File: config.mk
export PLATFORM = sky130hd
export DESIGN_NAME = text_dump_flat
export DESIGN_NICKNAME = d
export VERILOG_FILES = /design/src/rtl/text_dump_if.sv /design/src/rtl/text_dump.sv /design/src/flat_wrapper.sv
export SDC_FILE = /design/constraint.sdc
export NUM_CORES = 1
export LEC_CHECK = 0
export CORE_ASPECT_RATIO = 0.8
export CORE_MARGIN = 5
export CORE_UTILIZATION = 30
export CTS_CLUSTER_DIAMETER = 30
export CTS_CLUSTER_SIZE = 28
export DETAILED_ROUTE_END_ITERATION = 6
export HOLD_SLACK_MARGIN = 0.03
export REMOVE_ABC_BUFFERS = 1
export SLEW_MARGIN = 25
export SYNTH_ARGS = -nofsm -noshare
export SYNTH_HDL_FRONTEND = slang
export SYNTH_SLANG_ARGS = --single-unit
export TNS_END_PERCENT = 10
File: constraint.sdc
create_clock -name clk -period 2.6 [get_ports clk]
set_input_delay 0.39 -clock clk [delete_from_list [all_inputs] [get_ports clk]]
set_output_delay 0.39 -clock clk [all_outputs]
set_load 0.02 [all_outputs]
File: src/rtl/text_dump_if.sv
// RAM read-port and UART TX byte bus between text_dump (master) and its peers.
interface text_dump_if #(
    parameter int unsigned RAM_BITS = 13
) ();
    logic [RAM_BITS-1:0] ram_addr;
    logic                ram_rd_en;
    logic [7:0]          ram_rdata;
    logic [7:0]          uart_tx_data;
    logic                uart_tx_stb;
    logic                uart_tx_busy;

    modport master (
        output ram_addr, ram_rd_en, uart_tx_data, uart_tx_stb,
        input  ram_rdata, uart_tx_busy
    );

    modport slave (
        input  ram_addr, ram_rd_en, uart_tx_data, uart_tx_stb,
        output ram_rdata, uart_tx_busy
    );
endinterface

File: src/rtl/text_dump.sv
// Streams the character RAM out over UART row by row, with a line terminator per row.
// Optional: define TEXT_DUMP_CRLF_EN to send 0x0d before each 0x0a.
module text_dump #(
    parameter int unsigned RAM_BITS = 13,
    parameter int unsigned NUM_COLS = 80,
    parameter int unsigned NUM_ROWS = 80
) (
    input  logic        clk,
    input  logic        rst,
    input  logic        start,
    output logic        busy,
    output logic        done,
    text_dump_if.master bus
);
    localparam int unsigned COL_W = (NUM_COLS > 1) ? $clog2(NUM_COLS) : 1;
    localparam int unsigned ROW_W = (NUM_ROWS > 1) ? $clog2(NUM_ROWS) : 1;

    typedef enum logic [3:0] {
        S_IDLE,
        S_READ,
        S_WAIT,
        S_SEND,
        S_GAP,
`ifdef TEXT_DUMP_CRLF_EN
        S_CR,
        S_CR_GAP,
`endif
        S_EOL,
        S_EOL_GAP,
        S_DONE
    } state_t;

    state_t              state_q, state_d;
    logic [COL_W-1:0]    col_q, col_d;
    logic [ROW_W-1:0]    row_q, row_d;
    logic [RAM_BITS-1:0] addr_q, addr_d;
    logic [7:0]          tx_q, tx_d;
    logic                rd_en_q, rd_en_d;
    logic                stb_q, stb_d;
    logic                busy_q, busy_d;
    logic                done_q, done_d;
    logic                col_last, row_last, tx_state_d;

    assign col_last = (col_q == COL_W'(NUM_COLS - 1));
    assign row_last = (row_q == ROW_W'(NUM_ROWS - 1));

    assign bus.ram_addr     = addr_q;
    assign bus.ram_rd_en    = rd_en_q;
    assign bus.uart_tx_data = tx_q;
    assign bus.uart_tx_stb  = stb_q;
    assign busy             = busy_q;
    assign done             = done_q;

    always_ff @(posedge clk) begin
        if (rst) state_q <= S_IDLE;
        else     state_q <= state_d;
    end

    // Transmit states leave once their strobe has been issued
    always_comb begin
        state_d = state_q;
        case (state_q)
            S_IDLE:    if (start) state_d = S_READ;
            S_READ:    state_d = S_WAIT;
            S_WAIT:    state_d = S_SEND;
            S_SEND:    if (stb_q) state_d = S_GAP;
`ifdef TEXT_DUMP_CRLF_EN
            S_GAP:     state_d = col_last ? S_CR : S_READ;
            S_CR:      if (stb_q) state_d = S_CR_GAP;
            S_CR_GAP:  state_d = S_EOL;
`else
            S_GAP:     state_d = col_last ? S_EOL : S_READ;
`endif
            S_EOL:     if (stb_q) state_d = S_EOL_GAP;
            S_EOL_GAP: state_d = row_last ? S_DONE : S_READ;
            S_DONE:    state_d = S_IDLE;
            default:   state_d = S_IDLE;
        endcase
    end

`ifdef TEXT_DUMP_CRLF_EN
    assign tx_state_d = (state_d == S_SEND) || (state_d == S_CR) || (state_d == S_EOL);
`else
    assign tx_state_d = (state_d == S_SEND) || (state_d == S_EOL);
`endif

    // Registered outputs are computed from the state being entered
    always_comb begin
        busy_d  = (state_d != S_IDLE) && (state_d != S_DONE);
        done_d  = (state_d == S_DONE);
        rd_en_d = (state_d == S_READ);
        stb_d   = tx_state_d && !stb_q && !bus.uart_tx_busy;
        tx_d    = tx_q;
        col_d   = col_q;
        row_d   = row_q;
        addr_d  = addr_q;
        case (state_q)
            S_IDLE: begin
                if (start) begin
                    col_d  = '0;
                    row_d  = '0;
                    addr_d = '0;
                end
            end
            S_WAIT: tx_d = (bus.ram_rdata == 8'h00) ? 8'h20 : bus.ram_rdata;
            S_GAP: begin
                if (!col_last) begin
                    col_d  = col_q + COL_W'(1);
                    addr_d = addr_q + RAM_BITS'(1);
                end else begin
                    col_d  = '0;
                end
            end
            S_EOL_GAP: begin
                if (!row_last) begin
                    row_d  = row_q + ROW_W'(1);
                    addr_d = addr_q + RAM_BITS'(1);
                end
            end
            default: ;
        endcase
`ifdef TEXT_DUMP_CRLF_EN
        if (state_d == S_CR && state_q != S_CR) tx_d = 8'h0d;
`endif
        if (state_d == S_EOL && state_q != S_EOL) tx_d = 8'h0a;
    end

    always_ff @(posedge clk) begin
        if (rst) begin
            addr_q  <= '0;
            col_q   <= '0;
            row_q   <= '0;
            tx_q    <= '0;
            rd_en_q <= 1'b0;
            stb_q   <= 1'b0;
            busy_q  <= 1'b0;
            done_q  <= 1'b0;
        end else begin
            addr_q  <= addr_d;
            col_q   <= col_d;
            row_q   <= row_d;
            tx_q    <= tx_d;
            rd_en_q <= rd_en_d;
            stb_q   <= stb_d;
            busy_q  <= busy_d;
            done_q  <= done_d;
        end
    end
endmodule

File: src/flat_wrapper.sv
// flat-port wrapper written by rule: the top's interface ports become plain ports
module text_dump_flat 
#(
    parameter int unsigned RAM_BITS = 13,
    parameter int unsigned NUM_COLS = 80,
    parameter int unsigned NUM_ROWS = 80
)
  (clk, rst, start, busy, done, bus_ram_addr, bus_ram_rd_en, bus_uart_tx_data, bus_uart_tx_stb, bus_ram_rdata, bus_uart_tx_busy);
  text_dump_if #(.RAM_BITS(RAM_BITS)) bus_i ();
  input  logic clk;
  input  logic rst;
  input  logic start;
  output logic busy;
  output logic done;
  output wire logic [$bits(bus_i.ram_addr)-1:0] bus_ram_addr;
  output wire logic [$bits(bus_i.ram_rd_en)-1:0] bus_ram_rd_en;
  output wire logic [$bits(bus_i.uart_tx_data)-1:0] bus_uart_tx_data;
  output wire logic [$bits(bus_i.uart_tx_stb)-1:0] bus_uart_tx_stb;
  input wire logic [$bits(bus_i.ram_rdata)-1:0] bus_ram_rdata;
  input wire logic [$bits(bus_i.uart_tx_busy)-1:0] bus_uart_tx_busy;
  assign bus_ram_addr = bus_i.ram_addr;
  assign bus_ram_rd_en = bus_i.ram_rd_en;
  assign bus_uart_tx_data = bus_i.uart_tx_data;
  assign bus_uart_tx_stb = bus_i.uart_tx_stb;
  assign bus_i.ram_rdata = bus_ram_rdata;
  assign bus_i.uart_tx_busy = bus_uart_tx_busy;
  text_dump #(.RAM_BITS(RAM_BITS), .NUM_COLS(NUM_COLS), .NUM_ROWS(NUM_ROWS)) u_core (.clk(clk), .rst(rst), .start(start), .busy(busy), .done(done), .bus(bus_i));
endmodule
* After elaboration in Yosys (flattened, before gate mapping) *
Index checks and enable logic that the tools add are counted.

storage, ports and cells
  output and inout bits = 25
  bits of input ports = 12
  register bits = 43
  word-level logic and storage cells = 66

operators by class
  reduce and logical (&&, ||, !) cells = 18
  add/subtract/negate cells = 3
  equality and inequality tests = 17
  multiplexer cells = 18

operator list
  operator                                              count
  2-to-1 mux 13 bit                                     3
  one-hot mux 13 bit (3 select lines)                   1
  one-hot mux 4 bit (7 select lines)                    1
  one-hot mux 7 bit (2 select lines)                    2
  2-to-1 mux 7 bit                                      3
  equality test 4 x 3 -> 1 bit (second input constant)  5
  2-to-1 mux 4 bit                                      5
  adder 7 x 1 -> 7 bit (second input constant)          2
  equality test 7 bit (second input constant)           2
  adder 13 x 1 -> 13 bit (second input constant)        1
  equality test 4 x 2 -> 1 bit (second input constant)  3
  equality test 4 x 1 -> 1 bit (second input constant)  2
  zero test 8 bit                                       1
  2-to-1 mux 8 bit                                      1
  != test 4 x 3 -> 1 bit (second input constant)        2
  2-to-1 mux 3 bit                                      2
  != test 2 bit (second input constant)                 3
  nonzero test 2 bit                                    3
  logical AND 1 bit                                     4
  zero test 4 bit                                       1
  AND reduction 4 bit                                   1
  nonzero test 4 bit                                    1
  AND reduction 3 bit                                   1
  nonzero test 3 bit                                    1
  4 further kinds                                       5

* Logic depth before layout (Yosys ltp) *
  word-level depth = 7
  depth in mapped cells = 8
  depth with buffers taken out = 6

* Worst setup path before layout *
OpenSTA, ideal clock, no wires.

  path type = reg2reg
  start point = register u_core.row_q[0]
  end point = register u_core.addr_q[12], in the netlist u_core.bus.ram_addr[12]
  setup time = 0.070 ns
  path buffers = 2
  required time = 2.530 ns
  stages on the path, launching flop included = 9
  arrival = 2.078 ns
  clock period less this slack = 2.148 ns
  path slack = 0.452 ns
  path through = dfxtp_1 -> ha_1 -> and3_4 -> and4_4 -> buf_6 -> or3_1 -> buf_2 -> or4_1 -> a21oi_1

between the ends
  word-level cells in the longest chain between the ends = 3

ends and longest elaborated chain
  what                           line              source
  start: declaration             text_dump.sv:35   logic [ROW_W-1:0] row_q, row_d;
  start signal: assignment       text_dump.sv:141  row_q <= row_d;
  equality test 7 bit            text_dump.sv:45   assign row_last = (row_q == ROW_W'(NUM_ROWS - 1));
  != test 2 bit (no line)        --
  AND reduction 4 bit (no line)  --
  end signal: assignment         text_dump.sv:139  addr_q <= addr_d;
  end: declaration               text_dump.sv:36   logic [RAM_BITS-1:0] addr_q, addr_d;

Every way passes these cells.
A chain may end at the register's enable or synchronous reset.

* Worst setup path in the final report *
  start point = register u_core.col_q[0]
  end point = register u_core.addr_q[12], in the netlist u_core.bus.ram_addr[12]

between the ends
  word-level cells in the longest chain between the ends = 3

ends and longest elaborated chain
  what                           line              source
  start: declaration             text_dump.sv:34   logic [COL_W-1:0] col_q, col_d;
  start signal: assignment       text_dump.sv:140  col_q <= col_d;
  equality test 7 bit            text_dump.sv:44   assign col_last = (col_q == COL_W'(NUM_COLS - 1));
  != test 2 bit (no line)        --
  AND reduction 4 bit (no line)  --

Every way passes these cells.

==> reports/results.txt <==
status: finished, final reports clean
max cap viols: 0
Sink Count: 43
maximum fanout along the worst path: 8
vias in the first global route: 1790
TritonRoute pass-1 iters: 4
type of the most critical hold path: reg -> reg
most frequently used flop master after synthesis: sky130_fd_sc_hd__dfxtp_1
Max VDD drop: 0.155 mV
filler instances: 736
final hold violation count: 0
synthesis warning total: 0
Max clock buf depth: 2
Pwr Total: 0.00114 W
synthesized instance count: 249
critical path capture point type: flop
total detailed-routing wirelength: 4.67 mm
residual antenna-violating net count after detailed routing: 0
flip-flop and latch count after synthesis: 43
# placed instances: 366
Crit Reg-Reg Startpoint: u_core.col_q[0]
Min-Delay Startpoint: u_core.bus.uart_tx_data[6]
max-slew violations: 0
count of buffers inserted at the top-level ports: 36
clock period minus final worst setup slack: 2.20 ns
area growth from synthesis to layout: 25.8%
Cell Count, Final, Fillers Out: 374
routed length per placed instance: 12.5 um
synthesized area per cell: 8.23 sq um
area used by multi-input combinational logic: 1110 sq um
antenna violations before repair: 0
peak clock frequency supported by timing: 455 MHz
number of H-tree branching levels: 2
most frequent standard cell in the layout excluding fill and tap cells: sky130_fd_sc_hd__dfxtp_1
Max-Slew Margin vs Limit: 0.623
initial core utilization: 0.303
Total Die Area: 8590 sq um
Worst EP required: 2.83 ns
clock insertion delay at the later pin of the skew report: 0.29 ns
number of setup buffers added after CTS: 0
Power Density: 444 nW/um^2
global-route wire length before repair: 8.21 mm
fraction of synthesis flops using an asynchronous set or reset pin: 0
worst slack, placed: 0.403 ns
count of distinct cell types in the synthesized netlist: 45
type of the worst setup path: reg -> reg
share of the cycle needed by the critical path after routing: 0.845
netlist area before placement: 2050 sq um
die height: 83.9 um
slew at the pin closest to its max-slew limit: 0.561 ns
CP Launch Point: u_core.col_q[0]
most frequent cells in the layout: 43 x sky130_fd_sc_hd__dfxtp_1, 36 x sky130_fd_sc_hd__clkdlybuf4s50_1, 28 x sky130_fd_sc_hd__nor2_1
total routing resource utilization after global routing: 0.118
setup repair after global routing missed its margin: false
maximum number of pins on one net before global-route repair: 20
antenna diode count: 0
Max Clock Skew: 0.00829 ns
root buffer cell: sky130_fd_sc_hd__clkbuf_8
Hold Buf Count CTS: 0
proportion of synthesized chip area in sequential cells: 0.420
fraction of layout instances using a drive strength above 1: 0.0732
post-detailed-placement half-perimeter wirelength: 3.48 mm
reported leakage power: 0.848 nW
DR vias/cell: 4.91
via total after detailed routing: 1836
Die X: 102 um
DP Area: 2500 sq um
setup TNS after final layout: 0 ns
CP arrival: 2.43 ns
number of nets at the end of the flow: 301
area occupied by registers: 861 sq um
total of endpoints with negative setup slack in the final report: 0
number of CTS-inserted buffers: 5
# resized after CTS: 0
core area: 6760 sq um
Final Cell Area: 2580 sq um
1st-iter DRT viols: 86
crit path launch type: flop
CTS clk-pin slew, worst paths: 0.08 ns
placer congestion estimate: 0.775
drt drc: 0
Post-synth EDFFs: 0
CTS tree: done
ports placed on the boundary: 37
global route total overflow: 0
post-layout worst setup margin: 0.403 ns
row count: 27
==> state kept, by name, indices dropped and copies added (netlist names), 4 cells and up <==
signal,cells
u_core.bus.ram_addr,13
u_core.bus.uart_tx_data,8
u_core.col_q,7
u_core.row_q,7
u_core.state_q,4
==> per-stage QoR <==
stage,utilization,hold slack (ns)
final,0.381,0.456
after floorplan,-,0.444
after global routing,0.381,0.492
after CTS,0.381,0.460
after global placement,0.369,0.447
after detailed placement,0.369,0.449
==> worst max-delay path, cell delays in order, from the launching register on <==
cell and delay (ns):
sky130_fd_sc_hd__dfxtp_1 0.34, sky130_fd_sc_hd__ha_1 0.23, sky130_fd_sc_hd__nand3_1 0.22, sky130_fd_sc_hd__nor4_2 0.08, sky130_fd_sc_hd__buf_4 0.18, sky130_fd_sc_hd__or3_1 0.41
sky130_fd_sc_hd__or4_1 0.53, sky130_fd_sc_hd__a21oi_1 0.15
==> synthesized netlist by cell type (2+ instances only) <==
library cell / number / area, sq um
sky130_fd_sc_hd__a21o_1: 2 / 15.0
sky130_fd_sc_hd__a21oi_1: 18 / 90.1
sky130_fd_sc_hd__a31oi_1: 4 / 25.0
sky130_fd_sc_hd__and3_1: 4 / 25.0
sky130_fd_sc_hd__buf_2: 2 / 10.0
sky130_fd_sc_hd__buf_6: 2 / 22.5
sky130_fd_sc_hd__clkbuf_1: 7 / 26.3
sky130_fd_sc_hd__dfxtp_1: 43 / 861
sky130_fd_sc_hd__ha_1: 3 / 37.5
sky130_fd_sc_hd__inv_1: 3 / 11.3
sky130_fd_sc_hd__nand2_1: 26 / 97.6
sky130_fd_sc_hd__nand2b_1: 5 / 31.3
sky130_fd_sc_hd__nand3_1: 14 / 70.1
sky130_fd_sc_hd__nand3b_1: 3 / 22.5
sky130_fd_sc_hd__nand4_1: 2 / 12.5
sky130_fd_sc_hd__nor2_1: 28 / 105
sky130_fd_sc_hd__nor2b_1: 3 / 18.8
sky130_fd_sc_hd__nor3_1: 11 / 55.1
sky130_fd_sc_hd__nor4_1: 8 / 50.1
sky130_fd_sc_hd__o211ai_1: 3 / 22.5
sky130_fd_sc_hd__o21ai_0: 12 / 60.1
sky130_fd_sc_hd__o31ai_1: 2 / 15.0
sky130_fd_sc_hd__or3_1: 7 / 43.8
sky130_fd_sc_hd__or4_1: 5 / 37.5
sky130_fd_sc_hd__xnor2_1: 5 / 43.8
sky130_fd_sc_hd__xor2_1: 8 / 70.1
==> path summary, 6_finish.rpt <==
path	slack, ns	cells after the start	end
max	0.40	7	u_core.bus.ram_addr[12]
min	0.46	2	u_core.bus.uart_tx_data[6]
max reg2reg	0.40	7	u_core.bus.ram_addr[12]
min reg2reg	0.46	2	u_core.bus.uart_tx_data[6]
==> cell families after synthesis <==
| kind of cell | share of synthesized area |
|---|---|
| and+or+nand+nor | 0.335 |
| AOI/OAI and AO/OA | 0.126 |
| DFF | 0.420 |
| buffers and inverters | 0.0379 |
| xor gates and xnor gates | 0.0556 |
| adders and majority gates | 0.0183 |
| other | 0.00183 |
| muxes | 0.00489 |
==> report_power, final <==
group	total, W	internal (W)	switching [W]	leakage, nW
clock network	0.000404	0.000189	0.000216	0.0422
registers	0.000669	0.000663	0.00000660	0.347
logic	0.0000693	0.0000325	0.0000368	0.458
total	0.00114	0.000884	0.000259	0.848
==> layout make-up <==
cell class,count,share of cell area
Sequential cell,43,0.334
Clock buffer,7,0.0296
Tap cell,87,0.0422
Timing Repair Buffer,42,0.157
Multi-Input combinational cell,191,0.431
Clock inverter,1,0.00194
Inverter,3,0.00437
==> metal layers <==
| layer | track usage | share of wire | up-vias |
|---|---|---|---|
| met5 | 0 | 0 | - |
| met4 | 0.0441 | 0.012 | 0 |
| met3 | 0.0351 | 0.056 | 7 |
| met2 | 0.170 | 0.42 | 39 |
| met1 | 0.164 | 0.51 | 837 |
| li1 | - | - | 953 |
(Power assumes the default switching activity.)
